--- config.mk ---
export PLATFORM = sky130hd
export DESIGN_NAME = uart_recv64
export DESIGN_NICKNAME = d
export VERILOG_FILES = /design/src/rtl/uart_pkg.sv /design/src/rtl/uart_rx_byte.sv /design/src/rtl/uart_recv64.sv
export SDC_FILE = /design/constraint.sdc
export NUM_CORES = 1
export LEC_CHECK = 0
export ABC_AREA = 1
export BUFFER_PORTS_ARGS = -buffer_cell sky130_fd_sc_hd__buf_2
export CAP_MARGIN = 0
export CORE_MARGIN = 1.5
export CORE_UTILIZATION = 45
export DETAILED_ROUTE_END_ITERATION = 10
export PLACE_DENSITY = 0.71
export SETUP_SLACK_MARGIN = 0.02
export SLEW_MARGIN = 20
export SYNTH_ARGS = -nofsm -noshare
export SYNTH_HDL_FRONTEND = slang
export SYNTH_SLANG_ARGS = --single-unit
--- constraint.sdc ---
create_clock -name CLK_50MHZ -period 1.9 [get_ports CLK_50MHZ]
set_clock_uncertainty 0.1 [all_clocks]
set_input_delay 0.285 -clock CLK_50MHZ [delete_from_list [all_inputs] [get_ports CLK_50MHZ]]
set_output_delay 0.285 -clock CLK_50MHZ [all_outputs]
set_load 0.1 [all_outputs]
--- src/rtl/uart_pkg.sv ---
// rtl/uart_pkg.sv - shared UART constants and receiver state encoding
package uart_pkg;

    localparam int UART_CLKS_PER_BIT    = 434;
    localparam int UART_BYTES_PER_BLOCK = 8;

    typedef enum logic [2:0] {
        ST_IDLE   = 3'd0,
        ST_START  = 3'd1,
        ST_DATA   = 3'd2,
        ST_PARITY = 3'd3,
        ST_STOP   = 3'd4
    } uart_rx_state_t;

endpackage

--- src/rtl/uart_rx_byte.sv ---
// rtl/uart_rx_byte.sv - UART byte receiver: synchronizer, bit FSM, byte and error strobes
// UART_RX_PARITY_EN adds an even-parity bit after the data bits; otherwise 8N1.
module uart_rx_byte
    import uart_pkg::*;
#(
    parameter int CLKS_PER_BIT = UART_CLKS_PER_BIT
) (
    input  logic       CLK_50MHZ,
    input  logic       reset,
    input  logic       rx,
    output logic [7:0] byte_data,
    output logic       byte_valid,
    output logic       frame_err,
    output logic       parity_err,
    output logic       busy
);

    localparam int CW = $clog2(CLKS_PER_BIT);
    localparam logic [CW-1:0] BIT_LAST  = CW'(CLKS_PER_BIT - 1);
    localparam logic [CW-1:0] HALF_LAST = CW'(CLKS_PER_BIT / 2 - 1);

    logic           rx_s1, rx_s2, rx_d;
    logic           rx_fall;
    uart_rx_state_t state_q, state_n;
    logic [CW-1:0]  cnt_q, cnt_n;
    logic [2:0]     bit_q, bit_n;
    logic [7:0]     shift_q, shift_n;
`ifdef UART_RX_PARITY_EN
    logic           par_bad_q, par_bad_n;
`endif

    // rx_d lags the synchronizer output by one cycle so the start edge is seen on clean data
    always_ff @(posedge CLK_50MHZ) begin
        if (!reset) begin
            rx_s1     <= 1'b1;
            rx_s2     <= 1'b1;
            rx_d      <= 1'b1;
            state_q   <= ST_IDLE;
            cnt_q     <= '0;
            bit_q     <= '0;
            shift_q   <= '0;
`ifdef UART_RX_PARITY_EN
            par_bad_q <= 1'b0;
`endif
        end else begin
            rx_s1     <= rx;
            rx_s2     <= rx_s1;
            rx_d      <= rx_s2;
            state_q   <= state_n;
            cnt_q     <= cnt_n;
            bit_q     <= bit_n;
            shift_q   <= shift_n;
`ifdef UART_RX_PARITY_EN
            par_bad_q <= par_bad_n;
`endif
        end
    end

    assign rx_fall   = rx_d & ~rx_s2;
    assign busy      = (state_q != ST_IDLE);
    assign byte_data = shift_q;

    always_comb begin
        state_n    = state_q;
        cnt_n      = cnt_q + CW'(1);
        bit_n      = bit_q;
        shift_n    = shift_q;
        byte_valid = 1'b0;
        frame_err  = 1'b0;
`ifdef UART_RX_PARITY_EN
        par_bad_n  = par_bad_q;
        parity_err = 1'b0;
`endif
        unique case (state_q)
            ST_IDLE: begin
                cnt_n = '0;
                bit_n = '0;
                if (rx_fall) state_n = ST_START;
            end
            ST_START: begin
                if (cnt_q == HALF_LAST) begin
                    cnt_n   = '0;
                    state_n = rx_s2 ? ST_IDLE : ST_DATA;
                end
            end
            ST_DATA: begin
                if (cnt_q == BIT_LAST) begin
                    cnt_n   = '0;
                    shift_n = {rx_s2, shift_q[7:1]};
                    bit_n   = bit_q + 3'd1;
                    if (bit_q == 3'd7) begin
`ifdef UART_RX_PARITY_EN
                        state_n = ST_PARITY;
`else
                        state_n = ST_STOP;
`endif
                    end
                end
            end
`ifdef UART_RX_PARITY_EN
            ST_PARITY: begin
                if (cnt_q == BIT_LAST) begin
                    cnt_n     = '0;
                    par_bad_n = rx_s2 ^ (^shift_q);
                    state_n   = ST_STOP;
                end
            end
`endif
            ST_STOP: begin
                if (cnt_q == BIT_LAST) begin
                    cnt_n   = '0;
                    state_n = ST_IDLE;
                    // a bad stop bit outranks a parity mismatch
                    if (!rx_s2) frame_err = 1'b1;
`ifdef UART_RX_PARITY_EN
                    else if (par_bad_q) parity_err = 1'b1;
`endif
                    else byte_valid = 1'b1;
                end
            end
            default: state_n = ST_IDLE;
        endcase
    end

`ifndef UART_RX_PARITY_EN
    assign parity_err = 1'b0;
`endif

endmodule

--- src/rtl/uart_recv64.sv ---
// rtl/uart_recv64.sv - UART receiver assembling BYTES_PER_BLOCK bytes into a 64-bit word
module uart_recv64
    import uart_pkg::*;
#(
    parameter int CLKS_PER_BIT    = UART_CLKS_PER_BIT,
    parameter int BYTES_PER_BLOCK = UART_BYTES_PER_BLOCK
) (
    input  logic        CLK_50MHZ,
    input  logic        reset,
    input  logic        rx,
    output logic [63:0] data_out,
    output logic        valid,
    output logic        busy,
    output logic        frame_err,
    output logic        parity_err
);

    localparam int BCW = (BYTES_PER_BLOCK > 1) ? $clog2(BYTES_PER_BLOCK) : 1;
    localparam logic [BCW-1:0] BYTE_LAST = BCW'(BYTES_PER_BLOCK - 1);

    logic [7:0]     rx_byte;
    logic           byte_valid, byte_frame_err, byte_parity_err;
    logic [BCW-1:0] byte_cnt_q;
    logic [63:0]    asm_q, asm_shifted;

    uart_rx_byte #(
        .CLKS_PER_BIT(CLKS_PER_BIT)
    ) u_rx_byte (
        .CLK_50MHZ (CLK_50MHZ),
        .reset     (reset),
        .rx        (rx),
        .byte_data (rx_byte),
        .byte_valid(byte_valid),
        .frame_err (byte_frame_err),
        .parity_err(byte_parity_err),
        .busy      (busy)
    );

    // first byte of a block ends up in the top byte of data_out
    assign asm_shifted = (asm_q << 8) | {56'd0, rx_byte};

    always_ff @(posedge CLK_50MHZ) begin
        if (!reset) begin
            byte_cnt_q <= '0;
            asm_q      <= '0;
            data_out   <= '0;
            valid      <= 1'b0;
            frame_err  <= 1'b0;
            parity_err <= 1'b0;
        end else begin
            valid      <= 1'b0;
            frame_err  <= byte_frame_err;
            parity_err <= byte_parity_err;
            if (byte_valid) begin
                if (byte_cnt_q == BYTE_LAST) begin
                    data_out   <= asm_shifted;
                    valid      <= 1'b1;
                    byte_cnt_q <= '0;
                    asm_q      <= '0;
                end else begin
                    asm_q      <= asm_shifted;
                    byte_cnt_q <= byte_cnt_q + BCW'(1);
                end
            end else if (byte_frame_err || byte_parity_err) begin
                byte_cnt_q <= '0;
                asm_q      <= '0;
            end
        end
    end

endmodule
==> results of run 1 <==
## area by class of cell
type | count | area (um^2)
inverters | 77 | 289
flip-flops and latches | 151 | 3030
multi-input cells | 542 | 2500
clock buffers | 27 | 523
fillers | 1187 | 5380
well taps | 172 | 215
repair buffers | 105 | 885
clock inverters | 3 | 15.0
## flip-flops by register name, indices dropped and copies added (netlist names)
register	count
u_rx_byte.bit_q	3
u_rx_byte.rx_s1	1
u_rx_byte.cnt_q	9
asm_q	56
valid	1
u_rx_byte.rx_d	1
frame_err	1
byte_cnt_q	3
u_rx_byte.state_q	3
u_rx_byte.byte_data	8
data_out	64
u_rx_byte.rx_s2	1
## how the worst max path moves through the flow
stage | from | to | slack (ns) | cells past startpoint
3_5_place_dp | u_rx_byte.cnt_q[1] | data_out[5] | 0.07 | 10
4_1_cts | u_rx_byte.cnt_q[1] | data_out[5] | 0.05 | 11
6_report | u_rx_byte.cnt_q[1] | data_out[55] | 0.09 | 11
5_1_grt | u_rx_byte.cnt_q[4] | data_out[55] | -0.04 | 9
2_1_floorplan | byte_cnt_q[0] | asm_q[19] | 0.20 | 7
3_3_place_gp | u_rx_byte.cnt_q[1] | data_out[62] | 0.14 | 10
## metrics by stage
step	util	power, mW	instances
floorplan	-	3.82	822
global placement	0.508	3.96	1028
detailed placement	0.508	3.97	1028
CTS	0.551	7.03	1059
global route	0.581	7.28	1077
finish	0.581	7.03	1077
## per-layer routing
layer | GRT usage | part of all wire | wire length, um | vias to the layer above
li1 | - | - | - | 2741
met1 | 0.255 | 0.48 | 7020 | 2441
met2 | 0.283 | 0.45 | 6660 | 152
met3 | 0.0405 | 0.045 | 662 | 30
met4 | 0.0926 | 0.024 | 346 | 0
met5 | 0 | 0 | 0 | -
## cells by family after synthesis
logic type / Yosys count / synth area share
AO/OA/AOI/OAI: 77 / 0.0651
XOR/XNOR: 5 / 0.00731
adder cells (fa/ha/maj): 7 / 0.0146
buffers and inverters: 131 / 0.0923
flip-flops: 151 / 0.504
other: 1 / 0.000626
AND/OR/NAND/NOR: 450 / 0.316
## worst max-delay path, stage by stage (launching register included)
cell	delay (ns)
dfxtp_2	0.32
inv_2	0.07
ha_4	0.12
nand2_2	0.05
nor2_2	0.08
nand2_2	0.09
nor2_4	0.20
buf_4	0.16
nand3_4	0.13
nor2_4	0.22
nand2_1	0.14
nand2_1	0.08
## power breakdown
group / total [mW] / switching [mW] / internal, mW / leakage, nW
sequential: 3.26 / 0.0430 / 3.21 / 1.22
clock: 3.08 / 1.22 / 1.86 / 0.269
combinational: 0.700 / 0.506 / 0.193 / 2.13
## layout by cell type, fill, tap and decap left out, types with 4 or more instances in the layout
cell       instances
dfxtp_1          148
nand3_1           16
inv_2              4
buf_4             16
inv_1             72
nor2_2             7
buf_2             68
clkbuf_8           6
nand2_1          210
buf_12             9
nand4_1           58
a21oi_1           63
nand2_2            9
clkbuf_1           4
nor2_1           141
o21ai_0           12
clkbuf_16         25
ha_1               6
nor3_1             4
## what timing repair did
item / 4_1_cts / 5_1_grt
hold endpoints to repair: 1 / 0
gates resized for setup: 1 / 25
hold buffers: 1 / 0
gates cloned: 0 / 13
setup endpoints to repair: 1 / 59
pin swaps: 0 / 9
buffers inserted: 0 / 5
==> qor.csv, run 1 <==
stage;metric;value;unit
status;outcome;complete, no violations;
setup_path;r2r_setup_slack;0.09;ns
drt;drc;0;
clock_tree;htree_levels;4;
yosys;synth_cell_types;27;
setup_path;reg2reg_depth;11;
setup_path;timing.rr.start;u_rx_byte.cnt_q[1];
placement;place.gp.congestion;0.825;
floorplanning;rows;41;
clock_tree;cts_sinks;151;
min_path;worst_hold_path.num_cells;3;
yosys;synth_edf_count;0;
global_route;grt_first_pass_wirelength;21600;um
layout;area_growth_syn_to_layout;24.3;%
floorplanning;die-area;14000;um^2
yosys;ys_ff_latch;151;
min_path;hold_class;in2reg;
min_path;min_to;u_rx_byte.bit_q[1];
yosys;synth_area_leader_cell;dfxtp_1;
setup_path;worstSetupStartpointType;flip-flop;
global_route;antenna_found_initial;0;
power_and_ir_drop;ir_drop;0.530;mV
clock_tree;clockBufferDepth;2;
drt;viasPerCell;4.98;
yosys;syn_nets;832;
setup_path;path_max_fanout;5;
timing;fmax;553;MHz
yosys;yosys_warnings;0;
timing;setup_viol;0;
drt;drt_first_iter_violations;310;
timing;rsz0062_at_grt;yes;
timing;fin_crit_sh;0.952;
drt;drt-total-wl;14700;um
timing;hold_ws;0.191;ns
clock_tree;cts_root_buffer;clkbuf_16;
drt;wl_per_cell;13.6;um
yosys;yosysTopAreaCellShare;0.504;
power_and_ir_drop;p_per_area;944;nW/um^2
timing;period_minus_slack;1.81;ns
timing;report.final.slew_viol_count;0;
placement;dp_slack;0.0695;ns
yosys;syn_inst;822;
placement;place_area;6520;um^2
floorplanning;top_level_ports;71;
run;cap_violations;0;
clock_tree;clk_latency;0.42;ns
timing;fin_ws;0.0911;ns
floorplanning;fp.dieW;118;um
layout;drive_gt1_frac;0.177;
clock_tree;path_clk_slew;0.06;ns
placement;placement.io_buffers;69;
setup_path;rr_endpoint;data_out[55];
drt;dr.pass1.iters;4;
yosys;netlist_area;5990;um^2
layout;fin_area;7450;um^2
clock_tree;numCtsBuffers;17;
floorplanning;start_util;0.467;
layout;diodes;0;
setup_path;cp.arrival;2.07;ns
yosys;yosysMostFrequentCell;nand2_1;
yosys;synthTopCellsByArea;dfxtp_1 (50%), nand2_1 (14%), nor2_1 (9.2%);
placement;dp_hpwl;8110;um
yosys;synthTopCellsByCount;nand2_1 (218), dfxtp_1 (151), nor2_1 (147);
layout;final_nets;904;
floorplanning;die_y;118;um
global_route;grt.overflow.total;0;
yosys;async_reset_ff_frac;0;
global_route;grt_max_degree;79;
global_route;grt_util_all_layers;0.188;
global_route;grt_pass1_vias;4687;
power_and_ir_drop;leakagePower;3.61;nW
drt;postRouteAntennaNets;0;
setup_path;crit_type;reg2reg;
setup_path;end_kind;flip-flop;
yosys;avgSynthCellArea;7.29;um^2
drt;dr_total_vias;5364;
min_path;hp-start;reset;
timing;hold_violations;0;
timing;finalSetupTns;0;ns
setup_path;cp.required;2.16;ns
clock_tree;cts_tree;done;
floorplanning;core;12800;um^2
yosys;synthFlopType;dfxtp_1;
yosys;ys_seq_area_frac;0.504;
Note: power is estimated with default switching activity, not from simulation.
==> inputs of run 2 (changes only) <==
Settings changed: CORE_ASPECT_RATIO set to 2, MAX_ROUTING_LAYER set to met4.
Clock period 1.9 ns to 2.2 ns, I/O delays scaled along.
==> run 2 against run 1 <==
Compared with the run above:
- global-route usage rose by 1.6 points
- register-to-register slack improved by 0.25 ns
- non-clock buffer count fell by 18
- critical path depth fell by 8
- highest routed layer unchanged
- flip-flop and latch count did not move
- via count fell by 3.9%
- count of clock-buffer cells in the layout fell by 8
- critical path type is now reg2out
- sequential power fell by 14%
- worst setup slack improved by 0.12 ns
- combinational power fell by 23%
- first-iteration DRC count rose by 25%
- core utilization fell by 4.3 points
==> qor.csv, run 2 (synthesis gave the netlist of run 1 again) <==
stage;metric;value;unit
clock_tree;path_clk_slew;0.06;ns
global_route;grt_pass1_vias;4772;
drt;dr.pass1.iters;7;
global_route;grt_util_all_layers;0.204;
clock_tree;cts_root_buffer;clkbuf_16;
layout;largest_register_ffs;64;
power_and_ir_drop;leakagePower;3.42;nW
layout;top_register;data_out;
placement;dp_hpwl;8880;um
clock_tree;cts_tree;done;
clock_tree;numCtsBuffers;17;
floorplanning;top_level_ports;71;
floorplanning;core;13000;um^2
timing;report.final.slew_viol_count;0;
power_and_ir_drop;ir_drop;1.04;mV
global_route;grt.overflow.total;0;
drt;wl_per_cell;12.8;um
layout;reg.largest.list;data_out x64, asm_q x56, u_rx_byte.cnt_q x9;
setup_path;cp.required;1.77;ns
floorplanning;rows;59;
setup_path;cpMaxStageDelayCell;buf_2;
global_route;grt_max_degree;63;
layout;drive_gt1_frac;0.143;
timing;fmax;503;MHz
setup_path;worstSetupStartpointType;flip-flop;
drt;drc;0;
timing;fin_ws;0.214;ns
floorplanning;fp.dieW;84.6;um
timing;rsz0062_at_grt;no;
setup_path;critPathBufInv;1;
timing;setup_viol;0;
setup_path;r2r_setup_slack;0.34;ns
layout;area_growth_syn_to_layout;16.7;%
drt;drt-total-wl;13300;um
setup_path;crit_family;buffers and inverters;
min_path;min_to;u_rx_byte.byte_data[1];
timing;finalSetupTns;0;ns
floorplanning;start_util;0.461;
status;outcome;complete, no violations;
setup_path;crit_type;reg2out;
clock_tree;htree_levels;4;
layout;final_cells;1039;
floorplanning;die_y;166;um
placement;dp.cells;1006;
setup_path;end_kind;output port;
drt;dr_total_vias;5154;
setup_path;cp.arrival;1.56;ns
placement;dp_slack;0.351;ns
drt;drt_first_iter_violations;389;
global_route;grt_first_pass_wirelength;22600;um
setup_path;path_max_fanout;5;
run;cap_violations;0;
clock_tree;post_cts_buffers;0;
timing;fin_crit_sh;0.903;
setup_path;critical_path.cell_chain;nor2_1, nand2_1, buf_2;
placement;place.gp.congestion;0.796;
layout;diodes;0;
setup_path;crit_path_max_incr_delay;0.46;ns
layout;fillers;1253;
min_path;hp-start;reset;
timing;hold_violations;0;
clock_tree;clk_latency;0.41;ns
power_and_ir_drop;p_per_area;857;nW/um^2
clock_tree;hold_buffers;1;
setup_path;rr_endpoint;data_out[53];
layout;utilization;0.538;
drt;postRouteAntennaNets;0;
global_route;antenna_found_initial;0;
clock_tree;clockBufferDepth;2;
drt;viasPerCell;4.96;
clock_tree;cts_sinks;151;
setup_path;reg2reg_depth;10;
min_path;worst_hold_path.num_cells;3;
layout;final_nets;884;
min_path;hold_class;in2reg;
layout;mostFrequentLayoutCells;nand2_1 (217), dfxtp_1 (150), nor2_1 (147);
layout;final_common_cell;nand2_1;
floorplanning;die-area;14100;um^2
clock_tree;cts_resized;0;
setup_path;timing.rr.start;u_rx_byte.cnt_q[0];
timing;period_minus_slack;1.99;ns
placement;placement.io_buffers;69;
-- run 2: area by class of cell --
type | count | area (um^2) | share of cell area
Sequential cell | 151 | 3020 | 0.432
Timing Repair Buffer | 87 | 520 | 0.0744
Inverter | 77 | 289 | 0.0413
Tap cell | 152 | 190 | 0.0272
Multi-Input combinational cell | 540 | 2430 | 0.347
Clock buffer | 19 | 433 | 0.0619
Clock inverter | 13 | 109 | 0.0156
-- run 2: worst max-delay path by stage --
stage                    startpoint      endpoint  slack (ns)  cells after the start
5_1_grt        u_rx_byte.state_q[1]          busy        0.14                      3
2_1_floorplan         byte_cnt_q[0]     asm_q[19]        0.50                      7
3_3_place_gp     u_rx_byte.cnt_q[0]  data_out[52]        0.37                     10
6_report       u_rx_byte.state_q[2]          busy        0.21                      3
4_1_cts        u_rx_byte.state_q[2]          busy        0.20                      3
3_5_place_dp     u_rx_byte.cnt_q[0]  data_out[53]        0.35                     10
-- run 2: layer usage --
metal | routed length, um | up-vias | GRT usage
li1 | - | 2700 | -
met2 | 7110 | 115 | 0.333
met4 | 325 | 0 | 0.0898
met3 | 464 | 21 | 0.0447
met5 | 0 | - | -
met1 | 5440 | 2318 | 0.238
-- run 2: per-stage QoR --
stage	instance area [um^2]	hold WS (ns)	power, mW
global route	6990	0.167	6.26
finish	6990	0.173	6.00
global placement	6440	0.304	3.40
floorplan	5990	0.293	3.30
CTS	6990	0.157	6.04
detailed placement	6440	0.304	3.40
-- run 2: power breakdown --
part           internal [mW]  switching [mW]  total (mW)
combinational          0.130           0.408       0.538
clock                   1.54            1.10        2.65
sequential              2.77          0.0380        2.81
-- run 2: worst register-to-register path: stages (launching register included) --
cell     delay, ns
dfxtp_1       0.40
ha_1          0.17
nand2_1       0.05
nor2_1        0.12
nand2_2       0.12
nor2_4        0.14
nand3_4       0.10
buf_4         0.24
nor2_4        0.22
nand2_1       0.08
nand2_1       0.06
